$ cat src/rtl/nap_scheduler.sv
// Nap timer sequencer: counts a nap down in ticks, rings, handles snoozes and ack/cancel,
// and emits registered start/stop pulses for an external alarm block.
module nap_scheduler #(
   parameter int unsigned SNOOZE_SEC = 300,
   parameter int unsigned RING_MAX   = 60,
   parameter int unsigned MAX_SNOOZE = 3
) (
   input  logic        clock,
   input  logic        reset,
   input  logic        tick,
   input  logic        go,
   input  logic        cancel,
   input  logic        snooze,
   input  logic        ack,
   input  logic [5:0]  nap_min,
   output logic        alarm_start,
   output logic        alarm_stop,
   output logic [11:0] remaining,
   output logic [2:0]  state_code,
   output logic [1:0]  snooze_cnt,
   output logic        done
);

   typedef enum logic [2:0] {
      StIdle   = 3'd0,
      StNap    = 3'd1,
      StRing   = 3'd2,
      StSnooze = 3'd3,
      StDone   = 3'd4
   } state_e;

   localparam logic [11:0] SnoozeLoad = 12'(SNOOZE_SEC);
   localparam logic [7:0]  RingLimit  = 8'(RING_MAX);
   localparam logic [1:0]  SnoozeMax  = 2'(MAX_SNOOZE);

   state_e      state_q, state_d;
   logic [11:0] remaining_q, remaining_d;
   logic [1:0]  snooze_cnt_q, snooze_cnt_d;
   logic [7:0]  ring_cnt_q, ring_cnt_d;
   logic        start_q, start_d;
   logic        stop_q, stop_d;
   logic [11:0] nap_load;
   logic [7:0]  ring_next;

   assign nap_load  = 12'(nap_min) * 12'd60;
   assign ring_next = ring_cnt_q + 8'd1;

   always_comb begin
      state_d      = state_q;
      remaining_d  = remaining_q;
      snooze_cnt_d = snooze_cnt_q;
      ring_cnt_d   = ring_cnt_q;
      start_d      = 1'b0;
      stop_d       = 1'b0;
      case (state_q)
         StIdle, StDone: begin
            if (cancel) begin
               state_d     = StIdle;
               remaining_d = 12'd0;
            end else if (go && nap_min != 6'd0) begin
               state_d      = StNap;
               remaining_d  = nap_load;
               snooze_cnt_d = 2'd0;
            end
         end
         StNap, StSnooze: begin
            if (cancel) begin
               state_d     = StIdle;
               remaining_d = 12'd0;
            end else if (tick) begin
               // <=1 also guards against a zero count wrapping to 4095
               if (remaining_q <= 12'd1) begin
                  state_d     = StRing;
                  remaining_d = 12'd0;
                  ring_cnt_d  = 8'd0;
                  start_d     = 1'b1;
               end else begin
                  remaining_d = remaining_q - 12'd1;
               end
            end
         end
         StRing: begin
            if (cancel) begin
               state_d     = StIdle;
               remaining_d = 12'd0;
               stop_d      = 1'b1;
            end else if (ack) begin
               state_d = StDone;
               stop_d  = 1'b1;
            end else if (snooze && snooze_cnt_q < SnoozeMax) begin
               state_d      = StSnooze;
               remaining_d  = SnoozeLoad;
               snooze_cnt_d = snooze_cnt_q + 2'd1;
               stop_d       = 1'b1;
            end else if (tick) begin
               ring_cnt_d = ring_next;
               if (ring_next == RingLimit) begin
                  state_d = StDone;
                  stop_d  = 1'b1;
               end
            end
         end
         default: begin
            state_d     = StIdle;
            remaining_d = 12'd0;
         end
      endcase
   end

   always_ff @(posedge clock or posedge reset) begin
      if (reset) begin
         state_q      <= StIdle;
         remaining_q  <= 12'd0;
         snooze_cnt_q <= 2'd0;
         ring_cnt_q   <= 8'd0;
         start_q      <= 1'b0;
         stop_q       <= 1'b0;
      end else begin
         state_q      <= state_d;
         remaining_q  <= remaining_d;
         snooze_cnt_q <= snooze_cnt_d;
         ring_cnt_q   <= ring_cnt_d;
         start_q      <= start_d;
         stop_q       <= stop_d;
      end
   end

   assign alarm_start = start_q;
   assign alarm_stop  = stop_q;
   assign remaining   = remaining_q;
   assign state_code  = state_q;
   assign snooze_cnt  = snooze_cnt_q;
   assign done        = (state_q == StDone);

endmodule

$ cat config.mk
export PLATFORM = sky130hd
export DESIGN_NAME = nap_scheduler
export DESIGN_NICKNAME = d
export VERILOG_FILES = /design/src/rtl/nap_scheduler.sv
export SDC_FILE = /design/constraint.sdc
export NUM_CORES = 1
export LEC_CHECK = 0
export CORE_AREA = 2 2 68 70
export DETAILED_ROUTE_END_ITERATION = 7
export DIE_AREA = 0 0 70 72
export GPL_TIMING_DRIVEN = 0
export PLACE_DENSITY = 0.88
export SLEW_MARGIN = 20
export SYNTH_ARGS = -nofsm -noshare
export SYNTH_HDL_FRONTEND = slang
export SYNTH_SLANG_ARGS = --single-unit
export TNS_END_PERCENT = 100
$ cat constraint.sdc
create_clock -name clock -period 2.6 [get_ports clock]
set_clock_uncertainty 0.05 [all_clocks]
set_input_delay 0.39 -clock clock [delete_from_list [all_inputs] [get_ports clock]]
set_output_delay 0.39 -clock clock [all_outputs]
set_load 0.01 [all_outputs]
Word-level counts from Yosys, hierarchy flattened

Cells that the tools add are included.

$add $sub $neg: 3
$mul: 1
Order comparisons: 2
Equality and inequality tests: 22
Muxes and demuxes: 44
Reduce and logical (&&, ||, !) cells: 12

Operators by type and width:

| cell                                                                    | count |
|---|---|
| 12-bit two-way mux                                                      | 8 |
| 8-bit two-way mux                                                       | 7 |
| 12-bit one-hot mux with 3 select lines                                  | 1 |
| 3-bit two-way mux                                                       | 10 |
| 2-bit != test (second input constant)                                   | 10 |
| 8-bit one-hot mux with 2 select lines                                   | 1 |
| 3-bit != test (second input constant)                                   | 5 |
| 12-bit by 1-bit <= comparator with 1-bit output (second input constant) | 1 |
| 12-bit by 1-bit subtractor with 12-bit output (second input constant)   | 1 |
| 6-bit by 4-bit multiplier with 10-bit output (second input constant)    | 1 |
| 1-bit two-way mux                                                       | 10 |
| 2-bit two-way mux                                                       | 5 |
| 5-bit != test (second input constant)                                   | 2 |
| 3-bit one-hot mux with 3 select lines                                   | 1 |
| 8-bit by 1-bit adder with 8-bit output (second input constant)          | 1 |
| 8-bit by 6-bit equality test with 1-bit output (second input constant)  | 1 |
| 8-bit AND reduction                                                     | 1 |
| 3-bit by 2-bit equality test with 1-bit output (second input constant)  | 2 |
| 6-bit AND reduction                                                     | 1 |
| 6-bit nonzero test                                                      | 1 |
| 5-bit AND reduction                                                     | 1 |
| 2-bit one-hot mux with 2 select lines                                   | 1 |
| 4-bit AND reduction                                                     | 1 |
| 2-bit nonzero test                                                      | 2 |
| 7 further kinds                                                         | 9 |

Register bits after elaboration: 27
Bits of input ports: 13
Output and inout bits: 20
Logic and storage cells: 90

Longest topological paths before layout

Depth in word-level cells: 8
Mapped depth: 10
Mapped depth without buffers: 10

Least setup slack after synthesis

OpenSTA, ideal clock, no wires.

Kind: input to register
Start: in nap_min[3]
End: reg remaining_q[11], in the netlist remaining[11]
Setup time: 0.138 ns
Arrival: 2.745 ns
Data required time: 2.412 ns
Slack: -0.333 ns
Stages on the path: 10
Path buffers: 0
Cell sequence: inv_1 > fa_1 > fa_1 > inv_1 > ha_1 > a21oi_1 > o22ai_1 > o41ai_1 > xor2_1 > o221ai_1

Word-level cells in the longest chain between the ends: 4

RTL lines:

| element                                                                                   | RTL line | text |
|---|---|---|
| start, declared                                                                           | 15       | `input logic [5:0] nap_min,` |
| 6-bit by 4-bit multiplier with 10-bit output / 6-bit nonzero test (equally long branches) | 45, 60   |  |
| 12-bit two-way mux / 1-bit logical AND (equally long branches)                            | 60       | `end else if (go && nap_min != 6'd0) begin` |
| 12-bit two-way mux / 3-bit != test (equally long branches)                                | n/a      |  |
| 12-bit one-hot mux with 3 select lines / 4-bit AND reduction (equally long branches)      | n/a      |  |
| end signal, assigned                                                                      | 120      | `remaining_q <= remaining_d;` |
| end, declared                                                                             | 37       | `logic [11:0] remaining_q, remaining_d;` |

Parallel ways exist; a longest one is shown, timed or not. The select of a mux whose other input is x is not followed.
A chain may end at the register's enable or synchronous reset.

Worst setup path in the final report

Start: in nap_min[2]
End: reg remaining_q[11], in the netlist remaining[11]

Same word-level chain as after synthesis.

==> metrics.cfg <==
[clock_tree]
clock_latency_ns=0.28
cts_root_buffer=clkbuf_8
clk_pin_slew_ns=0.10
clock-sinks=27
cts_made_buffers=3
htree_levels=1
clk_path_buf_depth=2
cts_tree=built

[detailed_routing]
dr.pass1.iters=4
viasPerCell=6.24
wl_per_cell_um=16.4
drc=0
wirelength_um=5510
postRouteAntennaNets=0
drt_iter0_drc=217
vias=2103

[finish]
final_area_mm2=0.00291
nFillCells=345
fin_cells=337
drive_above_1_share_pct=21.4
area_growth_pct=26.2
nets=328
antenna-diode-count=0

[global_routing]
grt_max_degree=28
grt_pass1_wl_um=9200
first_global_vias=2025
grt_overflow=0
track_usage_pct=22.1
antenna_found_initial=0

[worst_setup_path]
cp_slowest_cell=fa_2
crit_path_start_kind=input port
end_kind=register
worstPathArrival_ns=2.71
cp.required_ns=2.70
worstSetupPathType=in -> reg
cpPeakStageDelay_ns=0.62
cp_max_fo=4
crit_path_cell_trace=buf_8 -> fa_1 -> fa_2 -> ha_4 -> a21oi_4 -> o22ai_4 -> o41ai_2 -> xor2_1 -> o221ai_1

[synthesis]
async_reset_ff_share_pct=100
synth_warnings=0
synth_area_per_cell_um2=9.45
ys.flop_type=dfrtp_1
synth_edf_count=0
synthDistinctLibCells=63
synth_cells=244
ys_seq_area_share_pct=29.3
ys_ff_latch=27
syn_nets=286
netlist_area_mm2=0.00231

[placed_design]
place_hpwl_um=4080
port-buffer-count=31
pre_cts_slack_ns=-0.996
dp.cells=327
gp_congestion=0.857
placed_area_mm2=0.00272

[run]
maxCapViolCount=0

[sta]
finalHoldViolCount=0
finalWorstSetupSlack_ns=-0.000806
setup_viol=1
worst_pin_slew_ns=0.589
grt_setup_unrepaired=yes
slew-limit-headroom_pct=60.4
fmax_mhz=384
fin_tns_setup_ns=-0.000806
timing.final.crit_share_pct=100
fin_hold_ws_ns=0.404
period_needed_ns=2.60
slew_viol_final=0

[power_and_ir_drop]
power.leakage_nw=1.23
powerDensity_mw_per_mm2=870
ir_drop_v=0.000427

[outcome]
status=complete, but fails checks
violations=negative setup slack

[die]
start_util_pct=54.1
die_w_um=70
fp.dieH_um=72
fp.dieArea_mm2=0.00504
row_count=24
core_mm2=0.00426
ios=33

[worst_hold_path]
min_path_type=in -> reg

-- worst max-delay path: cells and delay by family --
kind,cells,cell delay (ns)
compound gates,4,0.65
xor+xnor,1,0.20
fa+ha+maj,3,1.36
buf+inv,1,0.10
-- final cells by class --
class	instances	area, um2	area share [%]
multi-input combinational	191	1640	56.5
buffer	5	33.8	1.16
timing repair buffer	37	358	12.3
inverter	21	85.1	2.92
sequential	27	676	23.2
clock buffer	3	41.3	1.42
clock inverter	1	7.51	0.258
tap	52	65.1	2.24
-- metal layers --
layer  routed length [um]  global-route usage [%]  vias to the layer above  share of wire [%]
met5                    0                       0                        -                  0
met1                 2310                    27.4                     1025                 42
li1                     -                       -                      986                  -
met2                 2880                    41.2                       80                 52
met4                   75                    5.77                        0                1.4
met3                  253                    2.36                       12                4.6
-- power by group --
part           switching [mW]  internal [mW]  total (mW)
clock network           0.144          0.109       0.253
logic                   0.841          0.742        1.58
registers               0.163          0.532       0.695
-- state kept, by name (all words and copies together), names as in the netlist --
signal and cells:
remaining 12, snooze_cnt 2, alarm_stop 1, state_code 3
ring_cnt_q 8, alarm_start 1
-- cells in the mapped netlist (all sizes together), types with 2 or more instances --
cell type	n	area share (%)
a211oi	2	0.65
a21o	3	0.98
a21oi	6	1.5
a221oi	3	1.1
a22oi	2	0.65
a31oi	2	0.54
and2	4	1.1
and3	5	1.5
buf	5	1.5
dfrtp	27	29
fa	9	7.8
ha	20	11
inv	21	3.4
nand2	18	2.9
nand2b	3	0.81
nand3	9	2.2
nand4	3	0.81
nand4b	2	0.76
nor2	12	2.2
nor3	6	1.3
nor3b	3	1.9
nor4	4	2.4
o211ai	2	0.65
o21ai	28	6.2
o21bai	2	0.65
o221ai	5	2.2
o22ai	3	1.1
o2bb2ai	3	1.1
o31ai	7	2.3
or2b	2	0.71
or3	3	0.81
xor2	4	1.5
-- cell usage in the layout, fill, tap and decap left out, drive strengths merged, types with 2 or more instances in the layout --
cell type	netlist	routed
o21bai	2	2
o22ai	3	3
clkinvlp	0	2
dfrtp	27	27
xor2	4	4
a21oi	6	6
nand4b	2	2
a31oi	2	2
a21o	3	3
nor2	12	12
o211ai	2	2
a221oi	3	3
nand3	9	9
inv	21	20
a211oi	2	2
clkbuf	0	3
or2b	2	2
nand4	3	3
and3	5	5
o21ai	28	28
buf	5	16
nor3	6	6
and2	4	4
fa	9	9
o2bb2ai	3	3
o31ai	7	7
a22oi	2	2
nand2b	3	3
clkdlybuf4s50	0	25
nand2	18	18
nor3b	3	3
o221ai	5	5
nor4	4	4
ha	20	20
or3	3	3
-- cells by family after synthesis --
| logic type | share of synthesized area [%] |
|---|---|
| simple gates | 21.6 |
| compound gates | 23.0 |
| mux | 0.651 |
| xor+xnor | 1.90 |
| buf+inv | 4.88 |
| fa+ha+maj | 18.7 |
| flops | 29.3 |
-- worst paths after layout --
path / start / end / slack (ns) / cells past startpoint
worst max-delay path: nap_min[2] / remaining[11] / -0.0008 / 9
worst min-delay path: cancel / state_code[2] / 0.40 / 2
worst max register to register: snooze_cnt[0] / snooze_cnt[0] / 0.52 / 5
worst min register to register: ring_cnt_q[7] / ring_cnt_q[7] / 0.44 / 1
max in group asynchronous: reset / remaining[10] / 1.70 / 2
min in group asynchronous: reset / remaining[1] / 0.42 / 2
-- what timing repair did --
action	in CTS	in global routing
resized for setup	30	20
hold endpoints to repair	0	0
setup endpoints to repair	7	5
buffers inserted	3	3
hold buffers	0	0
pin swaps	11	3
-- metrics by stage --
| stage | total power, mW | utilization (%) |
|---|---|---|
| floorplan | 1.68 | - |
| global placement | 2.12 | 63.8 |
| detailed placement | 2.15 | 63.8 |
| CTS | 2.42 | 65.5 |
| global route | 2.71 | 68.2 |
| finish | 2.53 | 68.2 |
Power figures use the tool's default switching activity.
